--- config.mk ---
export PLATFORM = sky130hd
export DESIGN_NAME = pwm_duty_ctrl
export DESIGN_NICKNAME = d
export VERILOG_FILES = /design/src/rtl/pwm_ctrl_pkg.sv /design/src/rtl/pwm_btn_press.sv /design/src/rtl/pwm_duty_ctrl.sv
export SDC_FILE = /design/constraint.sdc
export NUM_CORES = 1
export LEC_CHECK = 0
export CAP_MARGIN = 20
export CELL_PAD_IN_SITES_DETAIL_PLACEMENT = 0
export CELL_PAD_IN_SITES_GLOBAL_PLACEMENT = 1
export CORE_MARGIN = 2
export CORE_UTILIZATION = 30
export CTS_BUF_LIST = sky130_fd_sc_hd__clkbuf_8
export CTS_CLUSTER_SIZE = 10
export DETAILED_ROUTE_END_ITERATION = 12
export PLACE_DENSITY = 0.59
export SKIP_CTS_REPAIR_TIMING = 1
export SYNTH_ARGS = -nofsm -noshare
export SYNTH_HDL_FRONTEND = slang
export SYNTH_SLANG_ARGS = --single-unit
--- constraint.sdc ---
create_clock -name clk -period 3.1 [get_ports clk]
set_input_delay 0.62 -clock clk [delete_from_list [all_inputs] [get_ports clk]]
set_output_delay 0.62 -clock clk [all_outputs]
set_load 0.01 [all_outputs]
--- src/rtl/pwm_ctrl_pkg.sv ---
// Shared types and helpers for the PWM duty-cycle front-end controller.
package pwm_ctrl_pkg;

    // Widest duty word supported by the shared saturation helpers.
    localparam int unsigned DUTY_W_MAX = 16;

    typedef logic [DUTY_W_MAX-1:0] duty_t;

    typedef enum logic [1:0] {
        IDLE   = 2'd0,
        HOLD   = 2'd1,
        REPEAT = 2'd2
    } press_state_e;

    // Step up by one LSB, holding at max_v instead of wrapping.
    function automatic duty_t sat_inc(input duty_t v, input duty_t max_v);
        return (v >= max_v) ? max_v : v + duty_t'(1);
    endfunction

    // Step down by one LSB, holding at zero instead of wrapping.
    function automatic duty_t sat_dec(input duty_t v);
        return (v == '0) ? '0 : v - duty_t'(1);
    endfunction

endpackage

--- src/rtl/pwm_btn_press.sv ---
// One push-button channel: 2-flop synchroniser, debounce filter and
// press/auto-repeat FSM producing single-cycle step pulses.
module pwm_btn_press
    import pwm_ctrl_pkg::*;
#(
    parameter int unsigned DEB_CYC     = 200,
    parameter int unsigned RPT_DLY_CYC = 5000,
    parameter int unsigned RPT_CYC     = 1000
) (
    input  logic clk,
    input  logic reset,
    input  logic btn_raw,
    output logic level,
    output logic step
);

    localparam int unsigned DEB_W   = (DEB_CYC > 1) ? $clog2(DEB_CYC) : 1;
    localparam int unsigned HLD_MAX = (RPT_DLY_CYC > RPT_CYC) ? RPT_DLY_CYC : RPT_CYC;
    localparam int unsigned HLD_W   = (HLD_MAX > 1) ? $clog2(HLD_MAX) : 1;

    localparam logic [DEB_W-1:0] DEB_LAST = DEB_W'(DEB_CYC - 1);
    localparam logic [HLD_W-1:0] DLY_LAST = HLD_W'(RPT_DLY_CYC - 1);
    localparam logic [HLD_W-1:0] RPT_LAST = HLD_W'(RPT_CYC - 1);

    logic             sync1_q, sync1_d;
    logic             sync2_q, sync2_d;
    logic             deb_q, deb_d;
    logic [DEB_W-1:0] deb_cnt_q, deb_cnt_d;
    press_state_e     state_q, state_d;
    logic [HLD_W-1:0] hld_cnt_q, hld_cnt_d;
    logic             step_q, step_d;

    // Synchronise the raw level and accept a change only after it is stable.
    always_comb begin
        sync1_d   = btn_raw;
        sync2_d   = sync1_q;
        deb_d     = deb_q;
        deb_cnt_d = '0;
        if (sync2_q != deb_q) begin
            if (deb_cnt_q == DEB_LAST) begin
                deb_d = sync2_q;
            end else begin
                deb_cnt_d = deb_cnt_q + DEB_W'(1);
            end
        end
    end

    // Press FSM: first step on press, then delayed auto-repeat while held.
    always_comb begin
        state_d   = state_q;
        hld_cnt_d = hld_cnt_q;
        step_d    = 1'b0;
        case (state_q)
            IDLE: begin
                if (deb_q) begin
                    state_d   = HOLD;
                    step_d    = 1'b1;
                    hld_cnt_d = '0;
                end
            end
            HOLD: begin
                if (!deb_q) begin
                    state_d   = IDLE;
                    hld_cnt_d = '0;
                end else if (hld_cnt_q == DLY_LAST) begin
                    state_d   = REPEAT;
                    step_d    = 1'b1;
                    hld_cnt_d = '0;
                end else begin
                    hld_cnt_d = hld_cnt_q + HLD_W'(1);
                end
            end
            REPEAT: begin
                if (!deb_q) begin
                    state_d   = IDLE;
                    hld_cnt_d = '0;
                end else if (hld_cnt_q == RPT_LAST) begin
                    step_d    = 1'b1;
                    hld_cnt_d = '0;
                end else begin
                    hld_cnt_d = hld_cnt_q + HLD_W'(1);
                end
            end
            default: begin
                state_d   = IDLE;
                hld_cnt_d = '0;
            end
        endcase
    end

    // State registers with synchronous reset.
    always_ff @(posedge clk) begin
        if (reset) begin
            sync1_q   <= 1'b0;
            sync2_q   <= 1'b0;
            deb_q     <= 1'b0;
            deb_cnt_q <= '0;
            state_q   <= IDLE;
            hld_cnt_q <= '0;
            step_q    <= 1'b0;
        end else begin
            sync1_q   <= sync1_d;
            sync2_q   <= sync2_d;
            deb_q     <= deb_d;
            deb_cnt_q <= deb_cnt_d;
            state_q   <= state_d;
            hld_cnt_q <= hld_cnt_d;
            step_q    <= step_d;
        end
    end

    assign level = deb_q;
    assign step  = step_q;

endmodule

--- src/rtl/pwm_duty_ctrl.sv ---
// PWM front-end controller: two debounced buttons step a saturating duty
// word; also drives button LEDs and a 1 Hz square wave / tick.
// Optional SOFT_RAMP_EN: buttons step a target and duty slews 1 LSB per tick.
module pwm_duty_ctrl
    import pwm_ctrl_pkg::*;
#(
    parameter int unsigned CLK_HZ      = 10000,
    parameter int unsigned DUTY_W      = 4,
    parameter int unsigned DUTY_RST    = 8,
    parameter int unsigned DEB_CYC     = 200,
    parameter int unsigned RPT_DLY_CYC = 5000,
    parameter int unsigned RPT_CYC     = 1000
) (
    input  logic              clk,
    input  logic              reset,
    input  logic              btn_incr,
    input  logic              btn_decr,
    output logic [DUTY_W-1:0] duty,
    output logic              inc_led,
    output logic              dec_led,
    output logic              at_max,
    output logic              at_min,
    output logic              clk_1hz,
    output logic              tick_1hz
);

    localparam logic [DUTY_W-1:0] DUTY_TOP  = '1;
    localparam duty_t             DUTY_MAX  = duty_t'(DUTY_TOP);
    localparam logic [DUTY_W-1:0] DUTY_INIT = DUTY_W'(DUTY_RST);
    localparam int unsigned       HALF      = CLK_HZ / 2;
    localparam int unsigned       DIV_W     = (HALF > 1) ? $clog2(HALF) : 1;
    localparam logic [DIV_W-1:0]  DIV_LAST  = DIV_W'(HALF - 1);

    logic              inc_step, dec_step;
    logic [DUTY_W-1:0] duty_q, duty_d;
    logic [DUTY_W-1:0] base_val, stepped_val;
    logic [DIV_W-1:0]  div_cnt_q, div_cnt_d;
    logic              clk_1hz_q, clk_1hz_d;
    logic              tick_q, tick_d;

    pwm_btn_press #(
        .DEB_CYC     (DEB_CYC),
        .RPT_DLY_CYC (RPT_DLY_CYC),
        .RPT_CYC     (RPT_CYC)
    ) u_inc (
        .clk     (clk),
        .reset   (reset),
        .btn_raw (btn_incr),
        .level   (inc_led),
        .step    (inc_step)
    );

    pwm_btn_press #(
        .DEB_CYC     (DEB_CYC),
        .RPT_DLY_CYC (RPT_DLY_CYC),
        .RPT_CYC     (RPT_CYC)
    ) u_dec (
        .clk     (clk),
        .reset   (reset),
        .btn_raw (btn_decr),
        .level   (dec_led),
        .step    (dec_step)
    );

    // Apply one saturating step; coincident inc and dec cancel.
    always_comb begin
        stepped_val = base_val;
        if (inc_step && !dec_step) begin
            stepped_val = DUTY_W'(sat_inc(duty_t'(base_val), DUTY_MAX));
        end else if (dec_step && !inc_step) begin
            stepped_val = DUTY_W'(sat_dec(duty_t'(base_val)));
        end
    end

`ifdef SOFT_RAMP_EN
    logic [DUTY_W-1:0] target_q, target_d;

    assign base_val = target_q;

    // Steps land in the target; duty walks toward it once per 1 Hz tick.
    always_comb begin
        target_d = stepped_val;
        duty_d   = duty_q;
        if (tick_q) begin
            if (duty_q < target_q) begin
                duty_d = duty_q + DUTY_W'(1);
            end else if (duty_q > target_q) begin
                duty_d = duty_q - DUTY_W'(1);
            end
        end
    end

    // Target register.
    always_ff @(posedge clk) begin
        if (reset) begin
            target_q <= DUTY_INIT;
        end else begin
            target_q <= target_d;
        end
    end

    assign at_max = (target_q == DUTY_TOP);
    assign at_min = (target_q == '0);
`else
    assign base_val = duty_q;

    // Steps go straight into the duty register.
    always_comb begin
        duty_d = stepped_val;
    end

    assign at_max = (duty_q == DUTY_TOP);
    assign at_min = (duty_q == '0);
`endif

    // Half-period counter; tick fires on the low-to-high toggle.
    always_comb begin
        div_cnt_d = div_cnt_q + DIV_W'(1);
        clk_1hz_d = clk_1hz_q;
        tick_d    = 1'b0;
        if (div_cnt_q == DIV_LAST) begin
            div_cnt_d = '0;
            clk_1hz_d = ~clk_1hz_q;
            tick_d    = ~clk_1hz_q;
        end
    end

    // Duty and divider registers with synchronous reset.
    always_ff @(posedge clk) begin
        if (reset) begin
            duty_q    <= DUTY_INIT;
            div_cnt_q <= '0;
            clk_1hz_q <= 1'b0;
            tick_q    <= 1'b0;
        end else begin
            duty_q    <= duty_d;
            div_cnt_q <= div_cnt_d;
            clk_1hz_q <= clk_1hz_d;
            tick_q    <= tick_d;
        end
    end

    assign duty     = duty_q;
    assign clk_1hz  = clk_1hz_q;
    assign tick_1hz = tick_q;

endmodule

==> results.tsv <==
metric	value	unit
clock_skew	0.00344	ns
dr_wl_met2	2.78	mm
ios	14	
die_w	111	um
switchingPower	381	uW
clkPwrFrac	37.3	%
pwr-share-comb	4.8	%
seq_area_frac_synth	42.4	%
portBuffers	13	
crit_fanout	5	
yosys.area_share.simple	26.2	%
grt_pass1_wl	11.1	mm
yosysWarnings	0	
drt-total-wl	6.37	mm
postRouteAntennaNets	0	
finalSetupTns	0	ns
grt_pass1_vias	2389	
met3_length	248	um
p_int	1270	uW
required	2.48	ns
synth_flop_cell	dfxtp_1	
area_delta_synth_final	12.6	%
layout.cells.non_filler	541	
ys_seq_elements	73	
max_stage_delay	0.56	ns
top_layer	met4	
timing.final.ws_setup	0.663	ns
seq_power_share	57.9	%
synthMuxAreaShare	3.92	%
synth_edf_count	0	
initial_utilization	30.4	%
powerDensity	425	nW/um2
final_max_slew_viol_count	0	
post_drt_wl_per_cell	11.8	um
synth_compound_area_share	6.72	%
hold_violations	0	
dieHeight	111	um
n_fill_cell	1184	
hold_class	reg -> reg	
initialDrtViolationCount	136	
leakagePower	0.00140	uW
cts_buffer_depth	2	
final_cell_mix	dfxtp_1, nor2_1, xor2_1, nand3_1	
synth_xor_area_share	11.7	%
cts_buffers	9	
diodes	0	
synth_nets	401	
num_vias	2531	
cts_sinks	73	
final_common_cell	dfxtp_1	
sw_frac_of_total	23.1	%
vdd_drop_max	141	uV
grt_overflow	0	
critPathKind	reg -> out	
place_ws	0.964	ns
setup_viol	0	
clockRootBuffer	clkbuf_8	
cts_tree	done	
ys_types	46	
tightest_slew	0.621	ns
drc	0	
firstDrtPassIters	4	
dp_hpwl	4.50	mm
cp_slowest_cell	clkdlybuf4s50_1	
dp.cells	528	
drive_gt1_share	6.53	%
syn-cell-area	3440	um2
grt_start_max_net_pins	13	
period_share	78.6	%
core_area	11300	um2
fmax	410	MHz
outcome	complete, no violations	
cts-htree-levels	3	
fin_nets	417	
rsz0062_at_grt	false	
fin_util	34.3	%
ys_async_sr_fraction	0	%
rows	39	
crit_arrival	1.82	ns
avgViaCountPerCell	4.68	
critPathLaunchType	register	
synth_top_family_by_area	simple AND/OR/NAND/NOR gates	
gp_congestion	0.707	
synthCells	380	
clkLatencyLatePin	0.34	ns
holdWs	0.438	ns
synth_fa_ha_area_share	6.18	%
syn_area_per_cell	9.06	um2
fin_crit	2.44	ns
cp_cell_sequence	inv_1, ha_1, inv_1, nor3_1, clkdlybuf4s50_1	
crit_top_cell	inv_1	
antenna_found_initial	0	
wl_met1	3.23	mm
dieArea	12400	um2
clkTransAtPathRegs	0.07	ns
slew_headroom	58.5	%
track_usage	11.1	%
maxCapViolCount	0	
cp-end-kind	output port	
-- cells in the mapped netlist (6+ instances only) --
library cell,instances,area share [%]
and3_1,8,1.5
clkbuf_1,9,0.98
dfxtp_1,73,42
ha_1,17,6.2
inv_1,16,1.7
mux2i_1,9,2.6
nand2_1,18,2.0
nand2b_1,6,1.1
nand3_1,23,3.3
nand4_1,13,2.4
nor2_1,70,7.6
nor3_1,10,1.5
xnor2_1,18,4.6
xor2_1,28,7.1
-- worst paths after layout --
check / startpoint / end / slack, ns / cells after the start
max reg2reg: u_dec.hld_cnt_q[10]$_SDFFE_PP0P_ / u_dec.hld_cnt_q[11]$_SDFFE_PP0P_ / 1.12 / 5
min reg2reg: u_inc.sync1_q$_SDFF_PP0_ / u_inc.sync2_q$_SDFF_PP0_ / 0.44 / 1
max: duty[0]$_SDFFE_PP0P_ / at_min / 0.66 / 5
min: u_inc.sync1_q$_SDFF_PP0_ / u_inc.sync2_q$_SDFF_PP0_ / 0.44 / 1
-- power by group through the flow --
stage	registers [uW]	logic, uW	clock network [uW]
global placement	977	81.3	0
CTS	955	81.0	648
finish	955	80.0	615
global route	956	89.5	691
floorplan	975	60.0	0
detailed placement	977	80.1	0
-- cell families after synthesis --
family	after synthesis
AOI/OAI and AO/OA	28
xor gates and xnor gates	46
adders and majority gates	17
buffers and inverters	26
DFF	73
muxes	12
and+or+nand+nor	178
-- state kept, by name, summed over array words and instances (netlist names), 2 cells and up --
name,count
u_inc.deb_cnt_q,8
duty,4
u_inc.state_q,2
u_inc.hld_cnt_q,13
u_dec.deb_cnt_q,8
div_cnt_q,13
u_dec.hld_cnt_q,13
u_dec.state_q,2
-- metrics by stage --
step	power (uW)	instance area (um2)
floorplan	1030	3440
global placement	1060	3730
detailed placement	1060	3730
CTS	1680	3880
global route	1740	3880
finish	1650	3880
-- critical path: cells and delay by family (launching register included) --
family	cells	cell delay (ns)
AND/OR/NAND/NOR	1	0.13
flip-flops	1	0.35
adder cells (fa/ha/maj)	1	0.20
buffers and inverters	3	0.79
-- final cells by class --
cell class	instances	area (um2)	area share, %
Clock buffer	10	138	3.55
Clock inverter	3	12.5	0.322
Inverter	16	60.1	1.55
Multi-Input combinational cell	281	1880	48.6
Sequential cell	73	1460	37.7
Tap cell	143	179	4.61
Timing Repair Buffer	15	145	3.74
-- layer usage --
| metal | vias up | GRT usage (%) |
|---|---|---|
| met5 | - | 0 |
| met4 | 0 | 5.19 |
| met3 | 10 | 4.05 |
| met2 | 28 | 16.6 |
| met1 | 1160 | 14.3 |
| li1 | 1333 | - |
Power figures use the tool's default switching activity.
